### src/rtl/ber_monitor_pkg.sv
// Shared definitions for the BER monitor: FSM state encoding, cumulative counter width
// and a constant clog2 helper used to size pointers and level outputs.
package ber_monitor_pkg;

    typedef enum logic [1:0] {
        ST_IDLE  = 2'd0,
        ST_RUN   = 2'd1,
        ST_FAULT = 2'd2
    } ber_state_e;

    localparam int TOTAL_W = 32;

    function automatic int clog2(input int value);
        int result;
        result = 0;
        for (int i = 0; i < 31; i++) begin
            if ((32'sd1 <<< i) < value) begin
                result = i + 1;
            end
        end
        return result;
    endfunction

endpackage

### src/rtl/ber_monitor_if.sv
// Source and decoded bit streams feeding the BER monitor.
interface ber_monitor_if;

    logic src_bit;
    logic src_valid;
    logic dec_bit;
    logic dec_valid;

    modport master (output src_bit, src_valid, dec_bit, dec_valid);
    modport slave  (input  src_bit, src_valid, dec_bit, dec_valid);

endinterface

### src/rtl/ber_monitor_sync_fifo_bit.sv
// 1-bit-wide synchronous FIFO that aligns source bits with the delayed decoder output.
// Read data is the oldest entry, valid combinationally whenever the FIFO is not empty.
module sync_fifo_bit
    import ber_monitor_pkg::*;
#(
    parameter int  DEPTH = 64,
    localparam int AW    = clog2(DEPTH),
    localparam int LW    = AW + 1
) (
    input  logic          clk_sig,
    input  logic          reset_sig,
    input  logic          clear,
    input  logic          push,
    input  logic          din,
    input  logic          pop,
    output logic          dout,
    output logic          full,
    output logic          empty,
    output logic          push_ok,
    output logic          pop_ok,
    output logic [AW:0]   level
);

    logic [DEPTH-1:0] mem_r;
    logic [AW-1:0]    wr_ptr_r;
    logic [AW-1:0]    rd_ptr_r;
    logic [AW:0]      count_r;

    assign full    = (count_r == LW'(DEPTH));
    assign empty   = (count_r == {LW{1'b0}});
    assign pop_ok  = pop && !empty;
    // A pop in the same cycle frees the slot the push needs, so a full FIFO still accepts.
    assign push_ok = push && (!full || pop_ok);
    assign dout    = mem_r[rd_ptr_r];
    assign level   = count_r;

    // Storage, wrapping pointers and occupancy count.
    always_ff @(posedge clk_sig) begin
        if (!reset_sig || clear) begin
            mem_r    <= {DEPTH{1'b0}};
            wr_ptr_r <= {AW{1'b0}};
            rd_ptr_r <= {AW{1'b0}};
            count_r  <= {LW{1'b0}};
        end else begin
            if (push_ok) begin
                mem_r[wr_ptr_r] <= din;
                wr_ptr_r        <= wr_ptr_r + AW'(1);
            end
            if (pop_ok) begin
                rd_ptr_r <= rd_ptr_r + AW'(1);
            end
            case ({push_ok, pop_ok})
                2'b10:   count_r <= count_r + LW'(1);
                2'b01:   count_r <= count_r - LW'(1);
                default: count_r <= count_r;
            endcase
        end
    end

endmodule

### src/rtl/ber_monitor.sv
// Bit-error-rate monitor: pairs buffered source bits with decoded bits, counts mismatches
// per fixed window and keeps a saturating cumulative error total.
module ber_monitor
    import ber_monitor_pkg::*;
#(
    parameter int  FIFO_DEPTH = 64,
    parameter int  WINDOW     = 1024,
    parameter int  CNT_W      = 16,
    localparam int LVL_W      = clog2(FIFO_DEPTH) + 1
) (
    input  logic               clk_sig,
    input  logic               reset_sig,
    input  logic               clear,
    ber_monitor_if.slave       bus,
    output logic [CNT_W-1:0]   err_count,
    output logic [CNT_W-1:0]   bit_count,
    output logic               window_done,
    output logic [TOTAL_W-1:0] total_err,
    output logic [LVL_W-1:0]   fifo_level,
    output logic [1:0]         state,
    output logic               fault
);

    localparam logic [CNT_W-1:0]   WINDOW_C  = CNT_W'(WINDOW);
    localparam logic [TOTAL_W-1:0] TOTAL_MAX = {TOTAL_W{1'b1}};

    ber_state_e         state_r;
    ber_state_e         state_next_s;
    logic               fault_r;
    logic               pop_req_s;
    logic               fifo_dout_s;
    logic               full_s;
    logic               empty_s;
    logic               push_ok_s;
    logic               pop_ok_s;
    logic               overflow_s;
    logic               underflow_s;
    logic               cmp_v_r;
    logic               mis_r;
    logic [CNT_W-1:0]   bit_count_r;
    logic [CNT_W-1:0]   run_err_r;
    logic [CNT_W-1:0]   err_count_r;
    logic [CNT_W-1:0]   bit_next_s;
    logic [CNT_W-1:0]   err_next_s;
    logic               window_done_r;
    logic [TOTAL_W-1:0] total_err_r;
    logic [LVL_W-1:0]   level_s;

    // Once faulted the decoder stream is no longer consumed; pushes still fill the FIFO.
    assign pop_req_s   = bus.dec_valid && (state_r != ST_FAULT);
    assign overflow_s  = bus.src_valid && full_s && !push_ok_s;
    assign underflow_s = bus.dec_valid && empty_s;
    assign bit_next_s  = bit_count_r + CNT_W'(1);
    assign err_next_s  = run_err_r + {{(CNT_W-1){1'b0}}, mis_r};

    sync_fifo_bit #(
        .DEPTH (FIFO_DEPTH)
    ) u_fifo (
        .clk_sig   (clk_sig),
        .reset_sig (reset_sig),
        .clear     (clear),
        .push      (bus.src_valid),
        .din       (bus.src_bit),
        .pop       (pop_req_s),
        .dout      (fifo_dout_s),
        .full      (full_s),
        .empty     (empty_s),
        .push_ok   (push_ok_s),
        .pop_ok    (pop_ok_s),
        .level     (level_s)
    );

    // Next-state logic; an empty-FIFO decode in IDLE is simply ignored.
    always_comb begin
        state_next_s = state_r;
        case (state_r)
            ST_IDLE: begin
                if (overflow_s) begin
                    state_next_s = ST_FAULT;
                end else if (pop_ok_s) begin
                    state_next_s = ST_RUN;
                end else begin
                    state_next_s = ST_IDLE;
                end
            end
            ST_RUN: begin
                if (overflow_s || underflow_s) begin
                    state_next_s = ST_FAULT;
                end else begin
                    state_next_s = ST_RUN;
                end
            end
            ST_FAULT: state_next_s = ST_FAULT;
            default:  state_next_s = ST_FAULT;
        endcase
    end

    // State register and sticky fault flag.
    always_ff @(posedge clk_sig) begin
        if (!reset_sig || clear) begin
            state_r <= ST_IDLE;
            fault_r <= 1'b0;
        end else begin
            state_r <= state_next_s;
            fault_r <= fault_r || (state_next_s == ST_FAULT);
        end
    end

    // Compare stage: register the mismatch of each accepted pop.
    always_ff @(posedge clk_sig) begin
        if (!reset_sig || clear) begin
            cmp_v_r <= 1'b0;
            mis_r   <= 1'b0;
        end else begin
            cmp_v_r <= pop_ok_s;
            mis_r   <= pop_ok_s && (fifo_dout_s ^ bus.dec_bit);
        end
    end

    // Counter stage: window accounting and saturating cumulative total.
    always_ff @(posedge clk_sig) begin
        if (!reset_sig || clear) begin
            bit_count_r   <= {CNT_W{1'b0}};
            run_err_r     <= {CNT_W{1'b0}};
            err_count_r   <= {CNT_W{1'b0}};
            window_done_r <= 1'b0;
            total_err_r   <= {TOTAL_W{1'b0}};
        end else if (cmp_v_r && (state_r != ST_FAULT)) begin
            if (bit_next_s == WINDOW_C) begin
                err_count_r   <= err_next_s;
                bit_count_r   <= {CNT_W{1'b0}};
                run_err_r     <= {CNT_W{1'b0}};
                window_done_r <= 1'b1;
            end else begin
                bit_count_r   <= bit_next_s;
                run_err_r     <= err_next_s;
                window_done_r <= 1'b0;
            end
            if (mis_r && (total_err_r != TOTAL_MAX)) begin
                total_err_r <= total_err_r + TOTAL_W'(1);
            end else begin
                total_err_r <= total_err_r;
            end
        end else begin
            window_done_r <= 1'b0;
        end
    end

    assign err_count   = err_count_r;
    assign bit_count   = bit_count_r;
    assign window_done = window_done_r;
    assign total_err   = total_err_r;
    assign fifo_level  = level_s;
    assign state       = state_r;
    assign fault       = fault_r;

endmodule

### src/flat_wrapper.sv
// flat-port wrapper written by rule: the top's interface ports become plain ports
module ber_monitor_flat import ber_monitor_pkg::*;
#(
    parameter int  FIFO_DEPTH = 64,
    parameter int  WINDOW     = 1024,
    parameter int  CNT_W      = 16,
    localparam int LVL_W      = clog2(FIFO_DEPTH) + 1
)
  (clk_sig, reset_sig, clear, err_count, bit_count, window_done, total_err, fifo_level, state, fault, bus_src_bit, bus_src_valid, bus_dec_bit, bus_dec_valid);
  ber_monitor_if bus_i ();
  input  logic clk_sig;
  input  logic reset_sig;
  input  logic clear;
  output logic [CNT_W-1:0] err_count;
  output logic [CNT_W-1:0] bit_count;
  output logic window_done;
  output logic [TOTAL_W-1:0] total_err;
  output logic [LVL_W-1:0] fifo_level;
  output logic [1:0] state;
  output logic fault;
  input wire logic [$bits(bus_i.src_bit)-1:0] bus_src_bit;
  input wire logic [$bits(bus_i.src_valid)-1:0] bus_src_valid;
  input wire logic [$bits(bus_i.dec_bit)-1:0] bus_dec_bit;
  input wire logic [$bits(bus_i.dec_valid)-1:0] bus_dec_valid;
  assign bus_i.src_bit = bus_src_bit;
  assign bus_i.src_valid = bus_src_valid;
  assign bus_i.dec_bit = bus_dec_bit;
  assign bus_i.dec_valid = bus_dec_valid;
  ber_monitor #(.FIFO_DEPTH(FIFO_DEPTH), .WINDOW(WINDOW), .CNT_W(CNT_W)) u_core (.clk_sig(clk_sig), .reset_sig(reset_sig), .clear(clear), .bus(bus_i), .err_count(err_count), .bit_count(bit_count), .window_done(window_done), .total_err(total_err), .fifo_level(fifo_level), .state(state), .fault(fault));
endmodule
### config.mk
export PLATFORM = sky130hd
export DESIGN_NAME = ber_monitor_flat
export DESIGN_NICKNAME = d
export VERILOG_FILES = /design/src/rtl/ber_monitor_pkg.sv /design/src/rtl/ber_monitor_if.sv /design/src/rtl/ber_monitor_sync_fifo_bit.sv /design/src/rtl/ber_monitor.sv /design/src/flat_wrapper.sv
export SDC_FILE = /design/constraint.sdc
export NUM_CORES = 1
export LEC_CHECK = 0
export BUFFER_PORTS_ARGS = -buffer_cell sky130_fd_sc_hd__buf_4
export CAP_MARGIN = 0
export CORE_ASPECT_RATIO = 1.5
export CORE_UTILIZATION = 35
export DETAILED_ROUTE_END_ITERATION = 16
export MAX_ROUTING_LAYER = met4
export PLACE_DENSITY = 0.61
export SLEW_MARGIN = 10
export SYNTH_ARGS = -nofsm -noshare
export SYNTH_HDL_FRONTEND = slang
export SYNTH_SLANG_ARGS = --single-unit
### constraint.sdc
create_clock -name clk_sig -period 4.6 [get_ports clk_sig]
set_input_delay 0.69 -clock clk_sig [delete_from_list [all_inputs] [get_ports clk_sig]]
set_output_delay 0.69 -clock clk_sig [all_outputs]
set_load 0.03 [all_outputs]
* Yosys cells after proc, flatten, opt, wreduce, memory -nomap -nowiden
Index checks and enable logic that the tools add are counted.
Operators by class: order comparisons 3, shift operators 0, multipliers 0, add/subtract/negate cells 7, reduce and logical (&&, ||, !) cells 24, div/mod/pow operators 0, bitwise operators 2, mux-type cells 13, equal/unequal tests 8
Operators by type and width (number):
- bitwise mux 64 bit | 1
- adder 32 x 1 -> 32 bit (second input constant) | 1
- 2-to-1 mux 16 bit | 2
- != test 32 bit (second input constant) | 1
- adder 16 x 1 -> 16 bit | 1
- adder 16 x 1 -> 16 bit (second input constant) | 1
- == test 16 x 11 -> 1 bit (second input constant) | 1
- < comparator 6 x 7 -> 1 bit (second input constant) | 2
- case mux 7 bit (2 select lines) | 1
- adder 6 x 1 -> 6 bit (second input constant) | 2
- logical AND 1 bit | 10
- adder 7 x 1 -> 7 bit (second input constant) | 1
- == test 7 bit (second input constant) | 1
- zero test 7 bit | 1
- subtractor 7 x 1 -> 7 bit (second input constant) | 1
- binary-select mux 1 bit (select 6 bit) | 1
- demux 1 bit (select 6 bit) | 1
- greater-or-equal comparator 6 x 1 -> 1 bit (second input constant) | 1
- == test 2 x 1 -> 1 bit (second input constant) | 2
- == test 2 bit (second input constant) | 2
- zero test 1 bit | 4
- logical OR 1 bit | 4
- 2-to-1 mux 1 bit | 4
- 2-to-1 mux 2 bit | 2
- 8 further kinds | 9
Word-level totals: input bits 7, register bits 169, RAM bits 0, word-level logic and storage cells 70, bits in latches 0, output and inout bits 75, bits in read-only memories 0, memories 0

* Longest topological paths before layout
depth after elaboration 12, mapped depth 16, depth with buffers taken out 13

* Modules after synthesis
From an unflattened synthesis, not the netlist that was laid out.
Unflattened totals: cells, all modules 981, area, all modules 8511.9 um2
By module, submodules not included:
- sync_fifo_bit | cells an instance 477, instances 1, area each 4375.4 um2, seq. area each 1661.6 um2
- ber_monitor | cells an instance 504, instances 1, area each 4136.5 um2, seq. area each 1721.7 um2

* Worst setup path after synthesis
Ideal clock, no wire load.
path kind reg2reg, start point register u_core.u_fifo.count_r[1], in the netlist u_core.u_fifo.level[1], end point register u_core.u_fifo.count_r[4], in the netlist u_core.u_fifo.level[4], arrival 3596 ps, stages on the path, launching flop included 16, path buffers 3, path slack 933 ps, required time 4530 ps, period minus slack after synthesis 3667 ps, setup time 70 ps, cell sequence dfxtp_1 clkbuf_2 nor4_1 and3b_1 nor2_1 ha_1 clkbuf_1 clkbuf_1 xor2_1 ha_1 a21oi_1 o21ai_0 a221oi_1 xor2_1 or3_1 a21oi_1
Between the ends: longest elaborated chain between the ends 7, elaborated cells on any way between the ends 13, classes of those cells add/sub (2); eq/ne (3); mux (1); reduce/logical (7)
Ends and longest elaborated chain:
- from (decl) | line ber_monitor_sync_fifo_bit.sv:27 | logic [AW:0] count_r;
- from (signal assigned) | line ber_monitor_sync_fifo_bit.sv:43 | count_r <= {LW{1'b0}};
- from (signal assigned) | line ber_monitor_sync_fifo_bit.sv:53 | 2'b10: count_r <= count_r + LW'(1);
- from (signal assigned) | line ber_monitor_sync_fifo_bit.sv:54 | 2'b01: count_r <= count_r - LW'(1);
- zero test 7 bit (*) | line ber_monitor_sync_fifo_bit.sv:30 | assign empty = (count_r == {LW{1'b0}});
- zero test 1 bit (*) | line ber_monitor_sync_fifo_bit.sv:31 | assign pop_ok = pop && !empty;
- logical AND 1 bit (*) | line ber_monitor_sync_fifo_bit.sv:31
- net u_core.pop_ok_s | line ber_monitor.sv:35 | logic pop_ok_s;
- logical OR 1 bit | line ber_monitor_sync_fifo_bit.sv:33 | assign push_ok = push && (!full || pop_ok);
- logical AND 1 bit | line ber_monitor_sync_fifo_bit.sv:33
- == test 2 x 1 -> 1 bit / == test 2 bit (equally long branches) | line ber_monitor_sync_fifo_bit.sv:52 | case ({push_ok, pop_ok})
- case mux 7 bit (2 select lines) / nonzero test 2 bit (equally long branches)
The timed path passes the listed nets; every way through them passes the cells marked *. A chain may end at the register's enable or synchronous reset.

* Worst setup path in the final report
start point register u_core.u_fifo.count_r[1], in the netlist u_core.u_fifo.level[1], end point register u_core.u_fifo.count_r[6], in the netlist u_core.u_fifo.level[6]
Between the ends: longest elaborated chain between the ends 7, elaborated cells on any way between the ends 13, classes of those cells add/sub (2); eq/ne (3); mux (1); reduce/logical (7)
Ends and longest elaborated chain (line):
- zero test 7 bit | ber_monitor_sync_fifo_bit.sv:30
- zero test 1 bit | ber_monitor_sync_fifo_bit.sv:31
- logical AND 1 bit | ber_monitor_sync_fifo_bit.sv:31
- logical OR 1 bit | ber_monitor_sync_fifo_bit.sv:33
- logical AND 1 bit | ber_monitor_sync_fifo_bit.sv:33
- == test 2 x 1 -> 1 bit / == test 2 bit (equally long branches) | ber_monitor_sync_fifo_bit.sv:52
- case mux 7 bit (2 select lines) / nonzero test 2 bit (equally long branches)
Parallel ways exist; a longest one is shown, timed or not.

==> out/qor.yml <==
synth_area_sq_um: 8340
worstMarginPinSlew_ns: 1.17
worst_hold_slack_ns: 0.455
outcome: "finished, final reports clean"
fin_crit_sh_pct: 80.7
synth_cell_types: 52
drc: 0
grtUsageTotal_pct: 17.6
async_flop_share_pct: 0
hold_path_class: "flip-flop to flip-flop"
clk_latency_ns: 0.44
fillers: 2357
relSlewSlack_pct: 21.4
max_stage_delay_ns: 0.54
clk_pin_slew_ns: 0.07
dp_slack_ns: 0.881
critical_path.max_fanout: 18
initial_core_util_pct: 35.9
post_cts_resized: 0
ios: 82
avgSynthCellArea_sq_um: 8.01
fin_crit_ns: 3.71
fin_skew_ns: 0.0131
via_per_inst: 5.20
first_iter_violations: 475
syn-num-nets: 1058
antenna_found_initial: 0
fp.dieW_um: 128
grt_pass1_wl_um: 33400
netlist_instances: 1042
dieArea_sq_um: 24500
clock_path_buffers: 2
dp_cells: 1367
fin_nets: 1087
grt_max_degree: 77
cp-start-kind: "flip-flop"
die_h_um: 191
n_antenna_cell: 0
post_cts_buffers: 0
routed_wl_um: 20300
arrival_ns: 4.06
core_sq_um: 23200
crit_path_end_kind: "flip-flop"
area_growth_pct: 15.7
cts_hold_buf: 0
cp.required_ns: 4.95
drtPass1Iterations: 7
path_common_cell: "a21oi_1"
rsz0062_at_grt: "no"
crit_path_top_delay_cell: "ha_1"
instances_no_fill: 1398
synth-edff-count: 0
synth-seq-cells: 169
portBuffers: 81
crit_chain: "nor4_1 -> and2_1 -> a31oi_1 -> buf_4 -> inv_2 -> ha_1 -> xor2_1 -> ha_1 -> a21oi_1 -> o21ai_0 -> a221oi_1 -> a21oi_1 -> or3_1 -> a21oi_1"
gp_congestion: 0.796
grt_pass1_vias: 6602
cts_made_buffers: 17
hpwl_um: 13500
clkSinkCount: 169
synthFlopType: "dfxtp_1"
regArea_sq_um: 3380
layout-drive-gt1-share_pct: 13.8
leakagePower_nw: 3.30
setup_ws_ns: 0.889
drt-wirelength-per-cell_um: 14.5
cts_root_buf: "clkbuf_16"
maxCapViolations: 0
antenna_left: 0
total_power_mw: 2.98
finalHoldViolations: 0
setup.worst_path.class: "flip-flop to flip-flop"
grt_overflow: 0
cts_tree: "built"
finalMaxSlewViolations: 0
timing.fmax_mhz: 269
fin_setup_tns_ns: 0
rows: 68
htreeDepth: 4
yosysSeqAreaShare_pct: 40.6
setup_violations: 0
yosysWarnings: 0
multi_input_area_sq_um: 4600
route.vias.total: 7267
vdd_drop_max_mv: 0.261
power-per-cell-area_nw_per_um2: 308
[cells in the mapped netlist (7+ instances only)]
cell type	count	area (sq um)
mux4_2	16	360
ha_1	9	113
nor2_1	165	619
inv_1	12	45.0
mux2i_1	18	180
a31oi_1	12	75.1
and2_1	7	43.8
o21ai_0	79	395
a21oi_1	93	465
buf_2	10	50.1
clkbuf_1	58	218
xor2_1	43	377
nand2_1	129	484
dfxtp_1	169	3380
and4_1	10	87.6
xnor2_1	32	280
nand4_1	24	150
nor3_1	15	75.1
nand3_1	48	240
or3_1	8	50.1
and3_1	11	68.8
a22oi_1	9	67.6
[where the power goes]
part / switching (mW) / leakage [nW] / internal, mW
combinational: 0.0769 / 1.66 / 0.0314
sequential: 0.00773 / 1.36 / 1.47
clock: 0.637 / 0.277 / 0.757
[cells in the final DEF (no fill, tap or decap), types with 4 or more instances in the layout]
master and n:
inv_1 12, a31oi_1 12, buf_4 88, nor3_1 15, xnor2_1 32, clkbuf_16 17
dfxtp_1 169, nand4_1 24, nor4_1 5, or3_1 8, inv_6 6, mux4_2 16
and2_1 7, o21ai_0 79, and3_1 11, and4_1 10, nand3_1 48, a21oi_1 93
mux2i_1 18, nand2b_1 4, xor2_1 43, a22oi_1 9, nor2_1 165, ha_1 9
nand2_1 129
[per-layer routing]
layer	vias up	share of wire [%]	GRT usage, %
met1	3477	44	20.2
met3	15	2.2	2.57
met2	111	53	31.2
met4	0	1.2	5.52
li1	3664	-	-
met5	-	0	-
[kinds of logic after synthesis]
| logic type | Yosys count | synth area share, % |
|---|---|---|
| AND/OR/NAND/NOR | 447 | 24.7 |
| AO/OA/AOI/OAI | 217 | 14.6 |
| flip-flops | 169 | 40.6 |
| buffers and inverters | 91 | 4.38 |
| XOR/XNOR | 75 | 7.87 |
| multiplexers | 34 | 6.48 |
| adder cells (fa/ha/maj) | 9 | 1.35 |
[critical path: cells and delay by family, from the launching register on]
family | cells | cell delay (ns)
DFF | 1 | 0.38
AOI/OAI and AO/OA | 6 | 1.10
buffers and inverters | 2 | 0.27
adders and majority gates | 2 | 0.77
and+or+nand+nor | 3 | 0.95
xor gates and xnor gates | 1 | 0.14
[through the flow]
stage | cell area [sq um] | utilization (%)
2_1_floorplan | 8340 | -
3_3_place_gp | 9090 | 39.1
3_5_place_dp | 9090 | 39.1
4_1_cts | 9650 | 41.5
5_1_grt | 9650 | 41.5
6_report | 9650 | 41.5
[state kept, by name, summed over array words and instances (netlist names), 2 cells and up]
register                flops
u_core.err_count           16
u_core.u_fifo.rd_ptr_r      6
u_core.bit_count           16
u_core.u_fifo.mem_r        64
u_core.state                2
u_core.total_err           32
u_core.u_fifo.wr_ptr_r      6
u_core.run_err_r           16
u_core.u_fifo.level         7
[path summary, 6_finish.rpt]
check / from / endpoint / slack [ns] / cells after the start
worst max-delay path: u_core.u_fifo.level[1] / u_core.u_fifo.level[6] / 0.89 / 14
worst min-delay path: u_core.fault / u_core.fault / 0.45 / 2
worst max register to register: u_core.u_fifo.level[1] / u_core.u_fifo.level[6] / 0.89 / 14
worst min register to register: u_core.fault / u_core.fault / 0.45 / 2
[area by class of cell]
type,instances,area share [%]
repair buffers,88,6.85
flip-flops and latches,169,35.1
clock buffers,17,4.41
well taps,315,4.08
clock inverters,14,1.43
inverters,13,0.506
multi-input cells,782,47.7
Note: power is estimated with default switching activity, not from simulation.
